$ cat config.mk
export PLATFORM = sky130hd
export DESIGN_NAME = immgen_pipe
export DESIGN_NICKNAME = d
export VERILOG_FILES = /design/src/rtl/immgen_pipe.sv
export SDC_FILE = /design/constraint.sdc
export NUM_CORES = 1
export LEC_CHECK = 0
export CORE_AREA = 2 2 150 152
export CTS_BUF_LIST = sky130_fd_sc_hd__clkbuf_8 sky130_fd_sc_hd__clkbuf_16
export DETAILED_ROUTE_END_ITERATION = 8
export DIE_AREA = 0 0 152 154
export MAX_ROUTING_LAYER = met4
export PLACE_DENSITY = 0.59
export SYNTH_ARGS = -nofsm -noshare
export SYNTH_HDL_FRONTEND = slang
export SYNTH_SLANG_ARGS = --single-unit
$ cat constraint.sdc
create_clock -name clk -period 3.76 [get_ports clk]
set_input_delay 0.752 -clock clk [delete_from_list [all_inputs] [get_ports clk]]
set_output_delay 0.752 -clock clk [all_outputs]
set_load 0.02 [all_outputs]
$ cat src/rtl/immgen_pipe.sv
// Registered immediate generator for the decode stage: decodes the format from the opcode,
// builds an XLEN-wide immediate and passes it through a two-entry main/skid valid/ready buffer.
module immgen_pipe #(
    parameter int unsigned XLEN  = 32,
    parameter int unsigned TAG_W = 32
) (
    input  logic             clk,
    input  logic             reset,
    input  logic             in_valid,
    output logic             in_ready,
    input  logic [31:0]      in_insn,
    input  logic [TAG_W-1:0] in_tag,
    input  logic             flush,
    output logic             out_valid,
    input  logic             out_ready,
    output logic [XLEN-1:0]  out_imm,
    output logic [6:0]       out_fmt,
    output logic             out_illegal,
    output logic [TAG_W-1:0] out_tag
);

    localparam bit Rv64 = (XLEN == 64);

    localparam logic [6:0] FmtR = 7'b0000001;
    localparam logic [6:0] FmtI = 7'b0000010;
    localparam logic [6:0] FmtS = 7'b0000100;
    localparam logic [6:0] FmtB = 7'b0001000;
    localparam logic [6:0] FmtU = 7'b0010000;
    localparam logic [6:0] FmtJ = 7'b0100000;
    localparam logic [6:0] FmtZ = 7'b1000000;

    typedef enum logic [1:0] {StEmpty, StOne, StFull} state_e;

    logic [31:0] imm_i, imm_s, imm_b, imm_u, imm_j, imm_z;

    assign imm_i = {{20{in_insn[31]}}, in_insn[31:20]};
    assign imm_s = {{20{in_insn[31]}}, in_insn[31:25], in_insn[11:7]};
    assign imm_b = {{20{in_insn[31]}}, in_insn[7], in_insn[30:25], in_insn[11:8], 1'b0};
    assign imm_u = {in_insn[31:12], 12'b0};
    assign imm_j = {{12{in_insn[31]}}, in_insn[19:12], in_insn[20], in_insn[30:21], 1'b0};
    assign imm_z = {27'b0, in_insn[19:15]};

    logic [31:0]     dec_imm32;
    logic [XLEN-1:0] dec_imm;
    logic [6:0]      dec_fmt;
    logic            dec_ill;

    always_comb begin
        dec_imm32 = '0;
        dec_fmt   = '0;
        dec_ill   = 1'b0;
        case (in_insn[6:0])
            7'b0000011, 7'b0010011, 7'b1100111, 7'b0001111: begin
                dec_fmt   = FmtI;
                dec_imm32 = imm_i;
            end
            7'b0011011: begin
                if (Rv64) begin
                    dec_fmt   = FmtI;
                    dec_imm32 = imm_i;
                end else begin
                    dec_ill = 1'b1;
                end
            end
            7'b0100011: begin
                dec_fmt   = FmtS;
                dec_imm32 = imm_s;
            end
            7'b1100011: begin
                dec_fmt   = FmtB;
                dec_imm32 = imm_b;
            end
            7'b0110111, 7'b0010111: begin
                dec_fmt   = FmtU;
                dec_imm32 = imm_u;
            end
            7'b1101111: begin
                dec_fmt   = FmtJ;
                dec_imm32 = imm_j;
            end
            7'b0110011: dec_fmt = FmtR;
            7'b0111011: begin
                if (Rv64) dec_fmt = FmtR;
                else      dec_ill = 1'b1;
            end
            7'b1110011: begin
                if (in_insn[14]) begin
                    dec_fmt   = FmtZ;
                    dec_imm32 = imm_z;
                end else begin
                    dec_fmt = FmtR;
                end
            end
            default: dec_ill = 1'b1;
        endcase
        // Widen by replicating bit 31; Z and R values have it clear so they stay zero-extended.
        dec_imm       = {XLEN{dec_imm32[31]}};
        dec_imm[31:0] = dec_imm32;
    end

    state_e           state_q;
    logic [XLEN-1:0]  main_imm_q, skid_imm_q;
    logic [6:0]       main_fmt_q, skid_fmt_q;
    logic             main_ill_q, skid_ill_q;
    logic [TAG_W-1:0] main_tag_q, skid_tag_q;

    logic accept, pop;

    assign in_ready    = (state_q != StFull) && !reset;
    assign out_valid   = (state_q != StEmpty);
    assign accept      = in_valid && in_ready;
    assign pop         = out_valid && out_ready;

    assign out_imm     = main_imm_q;
    assign out_fmt     = main_fmt_q;
    assign out_illegal = main_ill_q;
    assign out_tag     = main_tag_q;

    always_ff @(posedge clk) begin
        if (reset || flush) begin
            state_q    <= StEmpty;
            main_imm_q <= '0;
            main_fmt_q <= '0;
            main_ill_q <= 1'b0;
            main_tag_q <= '0;
            skid_imm_q <= '0;
            skid_fmt_q <= '0;
            skid_ill_q <= 1'b0;
            skid_tag_q <= '0;
        end else begin
            case (state_q)
                StEmpty: begin
                    if (accept) begin
                        state_q    <= StOne;
                        main_imm_q <= dec_imm;
                        main_fmt_q <= dec_fmt;
                        main_ill_q <= dec_ill;
                        main_tag_q <= in_tag;
                    end
                end
                StOne: begin
                    if (accept && pop) begin
                        main_imm_q <= dec_imm;
                        main_fmt_q <= dec_fmt;
                        main_ill_q <= dec_ill;
                        main_tag_q <= in_tag;
                    end else if (pop) begin
                        // Outputs read as zero whenever nothing is held.
                        state_q    <= StEmpty;
                        main_imm_q <= '0;
                        main_fmt_q <= '0;
                        main_ill_q <= 1'b0;
                        main_tag_q <= '0;
                    end else if (accept) begin
                        state_q    <= StFull;
                        skid_imm_q <= dec_imm;
                        skid_fmt_q <= dec_fmt;
                        skid_ill_q <= dec_ill;
                        skid_tag_q <= in_tag;
                    end
                end
                StFull: begin
                    if (pop) begin
                        state_q    <= StOne;
                        main_imm_q <= skid_imm_q;
                        main_fmt_q <= skid_fmt_q;
                        main_ill_q <= skid_ill_q;
                        main_tag_q <= skid_tag_q;
                    end
                end
                default: state_q <= StEmpty;
            endcase
        end
    end

endmodule

After elaboration in Yosys (flattened, before gate mapping) --
Index checks and enable logic that the tools add are counted.
Cells by class: equal/unequal tests 19, bitwise gates (word level) 2, multiplexer cells 30, reductions and logical operators 15
Operators with widths (number):
- $mux W32 | 7
- $pmux W32 S3 | 2
- $pmux W32 S6 | 1
- $pmux W7 S7 | 1
- $mux W7 | 5
- $eq A7 B7 Y1 const B | 4
- $eq A7 B6 Y1 const B | 3
- $pmux W7 S3 | 1
- $eq A7 B5 Y1 const B | 2
- $reduce_and A4 Y1 | 3
- $reduce_or A11 Y1 | 1
- $mux W2 | 5
- $ne A2 B2 Y1 const B | 4
- $eq A7 B2 Y1 const B | 1
- $eq A7 B4 Y1 const B | 1
- $ne A3 B3 Y1 const B | 2
- $pmux W2 S3 | 1
- $mux W1 | 5
- $mux W5 | 1
- $logic_and A1 B1 Y1 | 4
- $reduce_or A4 Y1 | 1
- $pmux W1 S3 | 1
- $reduce_bool A3 Y1 | 1
- $eq A2 B1 Y1 const B | 1
- 7 further kinds | 8
Word-level totals: bits in registers 146, logic and storage cells 75

Logic depth before layout (Yosys ltp) --
depth after elaboration 7, gate-level depth with buffers 10, gate-level depth less buffers 7

Worst setup path after synthesis --
Ideal clock, no wire load.
kind input port to flip-flop, from input port in_insn[3], to register main_imm_q[20] (netlist: out_imm[20]), setup time 86 ps, slack 1694 ps, path buffers 2, cell stages on the path 6, data required time 3674 ps, arrival 1980 ps, path through buf_4 > or4b_4 > nand3_4 > a21oi_2 > buf_6 > a221oi_2
Between the ends: cells in the longest elaborated chain, start to end 5
Ends and longest elaborated chain:
- start: declaration | line 11 | input logic [31:0] in_insn,
- $eq A7 B2 Y1 (tied with other cells) | line 52 | case (in_insn[6:0])
- $reduce_or A4 Y1 or $reduce_or A2 Y1 (tied branches)
- $pmux W32 S6 (*) | line 52
- $mux W32 (on tied branches) | line 142, 133
- $pmux W32 S3 (*) | line 131 | case (state_q)
- end signal: assignment | line 135 | main_imm_q <= dec_imm;
- end signal: assignment | line 143 | main_imm_q <= dec_imm;
- end signal: assignment | line 165 | main_imm_q <= skid_imm_q;
- end: declaration | line 102 | logic [XLEN-1:0] main_imm_q, skid_imm_q;
Mark *: on every way between the ends. The rest lies on a longest branch, timed or not. The select of a mux whose other input is x is not followed. A chain may end at the register's enable or synchronous reset.

Worst setup path in the final report --
from input port in_insn[3], to register skid_imm_q[27]
Between the ends: cells in the longest elaborated chain, start to end 3
Ends and longest elaborated chain:
- $eq A7 B2 Y1 (tied with other cells) | line 52
- $reduce_or A4 Y1 or $reduce_or A2 Y1 (tied branches)
- $pmux W32 S6 (*) | line 52
- end signal: assignment | line 156 | skid_imm_q <= dec_imm;
- end: declaration | line 102
Mark *: on every way between the ends. The rest lies on a longest branch, timed or not.

==> impl_results.md <==
- Number of synthesized register bits: 146
- Postcts setup bufs: 0
- Placed insts: between 1000 and 1500
- Hold path depth: 2
- Main synth FF type: dfxtp_1
- Maximum vdd ir drop: 294 uV
- DRT iter0 DRCs: 490
- Worst-Margin Slew: around 1.1 ns
- Post-synth net total: between 800 and 900
- Final WL: approximately 20 mm
- Place WS: about 0.48 ns
- Final Max Tran Viols: 0
- Max-slew headroom at the worst pin: approximately 24%
- Drt via density: 5.33
- Class of the worst hold path: flip-flop to flip-flop
- H-tree levels: 4
- Pwr dens: 449 nW/um2
- FP Rows: 54
- Yosys warns: 0
- Final setup vio count: 0
- Area of the die: between 20000 and 25000 um2
- Share of layout cells above drive strength 1: under 10%
- FILL cells: approximately 2100
- Hold_sp: skid_tag_q[1]
- DP HPWL: about 13 mm
- Worst-skew pair later-pin latency: about 0.42 ns
- Post-synth cell types: 52
- Register area share after synthesis: 45.5%
- DRT Pass-1 Iters: 5
- Total CTS buffers: 17
- Effective utilization at floorplan: between 20% and 30%
- Max-cap violations: 0
- Number of global-route vias before repair: roughly 6000
- Post-CTS resize count: 0
- Antenna Cells: 0
- Status: completed
- Vias: approximately 6200
- Clock buffer depth: 2
- Ys async rst share: 0%
- Worst Hold End: skid_tag_q[1]
- TritonCTS clock tree: done
- Clock Tree Root: clkbuf_16
- Crit-path max FO: 12
- Worst R2R End: out_imm[23]
- Lkg Pwr: 2.98 nW
- Final #Nets: roughly 940
- Number of flops mapped to enable cells by yosys: 0
- Fin crit period: approximately 2.9 ns
- Initial antenna violation count: 0
- Largest net degree at the start of global routing: 73
- Clk_skew: approximately 0.012 ns
- Sink Count: between 100 and 150
- DRC errors left: 0
- Mapped Cells: around 770
- Reg2reg start: state_q[0]
- Core area: 21700 um2
- Global route total overflow: 0
- Reg2Reg Setup Slack: a little under 0.9 ns
- Finished Layout Cells: around 1200
- RSZ-0062 raised after global routing: no
- Fin. Hold Viols: 0
- CP Capture Type: flip-flop
- Antenna viol nets, final: 0
- CP Data Arrival Time: between 3 and 4 ns
- Avg Cell Area, Syn: approximately 8.4 um2
- Setup_tns: 0 ns
- Worst-path clk slew: 0.06 ns
- R2R cell count: 6
- First-pass GRT wire length: 32.7 mm
- Setup crit start kind: input pin
- Die Width: approximately 150 um
- Tot GR Track Use: around 18%
- Routability congestion estimate from global placement: ~0.83
- Final Cycle Share: 76.3%
- FMAX: roughly 350 MHz
- Hold_buf cts: 0
- Synth Cell Area: 6430 um2
- CP Class: input pin to flip-flop
- PortBufs: between 100 and 150
- Num ports: about 140
- Worst setup slack after layout: 0.889 ns
- Worst Path Required: ~4 ns
- Avg WL per Cell: about 18 um
- Chip Height: ~150 um
- Synth-to-Final Area Change: 35.0%
-- cells by family after synthesis --
logic type      Yosys count  synth area share [%]
flops                   146                  45.5
compound gates          311                  31.5
simple gates            226                  16.4
buf+inv                  80                  5.86
fa+ha+maj                 4                 0.778
-- stage by stage --
step                      area (um2)  hold slack (ns)  util, %  power [mW]
after floorplan                 6430            0.432        -        1.86
after global placement          8040            0.439     37.1        2.08
after detailed placement        8040            0.446     37.1        2.08
after CTS                       8680            0.454     40.0        3.93
after global routing            8680            0.469     40.0        4.03
final                           8680            0.453     40.0        3.90
-- synthesized netlist by cell type, types with 5 or more instances --
master,number,area (um2)
nand4_1,7,43.8
buf_2,25,125
a22oi_1,11,82.6
o21ai_0,98,490
dfxtp_1,146,2920
a21oi_1,107,536
o21ai_1,6,30.0
nand2_1,110,413
a221oi_1,34,298
and3_1,14,87.6
a221oi_2,20,300
o22ai_1,14,87.6
clkbuf_1,41,154
inv_1,5,18.8
buf_6,5,56.3
nor2_1,58,218
nand2b_1,5,31.3
-- final cells by class --
type	count	area (um2)	area share, %
multi-input combinational	541	3160	36.4
sequential	146	2920	33.7
timing repair buffer	159	1590	18.3
clock buffer	19	453	5.22
tap	280	350	4.04
clock inverter	11	188	2.16
inverter	5	18.8	0.216
-- state kept, by name, summed over array words and instances, names as in the netlist --
register and cells:
skid_tag_q 32, state_q 2, skid_fmt_q 7, out_tag 32, out_imm 32, out_illegal 1, skid_imm_q 32, skid_ill_q 1
out_fmt 7
-- per-layer routing --
metal  part of all wire [%]  global-route usage (%)  vias to the layer above
met2                     46                    27.0                      205
met3                    4.4                    2.71                       21
li1                       -                       -                     3004
met5                      0                       -                        -
met1                     48                    23.9                     2957
met4                    2.0                    7.03                        0
-- worst max path at each step --
stage	startpoint	endpoint	slack, ns	depth (start not counted)
after global routing	state_q[0]	out_imm[23]	0.60	6
after floorplan	in_insn[3]	out_imm[20]	1.69	6
after detailed placement	reset	out_imm[23]	0.48	5
after CTS	state_q[0]	in_ready	0.87	4
final	in_insn[3]	skid_imm_q[27]	0.89	6
after global placement	reset	out_imm[23]	0.51	5
-- worst max-delay path, stage by stage --
cell	delay, ns
clkdlybuf4s50_1	0.62
nor3b_1	0.29
o21ai_1	0.34
nand3_4	0.18
a21oi_1	0.78
a21oi_1	0.17
-- cell usage in the layout (no fill, tap or decap), drive strengths merged, types with 2 or more instances in the layout --
cell type and count:
nor2b 4, o22ai 14, and2 5, clkbuf 19, nand2b 6, bufinv 5
or2 2, nor2 58, a32oi 3, dfxtp 146, clkinv 3, buf 17
a221o 2, ha 4, o21ai 105, nand2 110, a222oi 4, inv 7
and3b 3, a221oi 55, nor3b 2, nand4 7, nand4bb 2, and3 14
a21oi 108, nor3 3, a22oi 11, nand3 5, clkdlybuf4s50 142
-- report_power, final --
part / switching (mW) / total, mW / internal, mW
clock network: 0.653 / 1.85 / 1.20
registers: 0.0193 / 1.60 / 1.58
logic: 0.255 / 0.445 / 0.190
total: 0.927 / 3.90 / 2.97
Power figures use the tool's default switching activity.
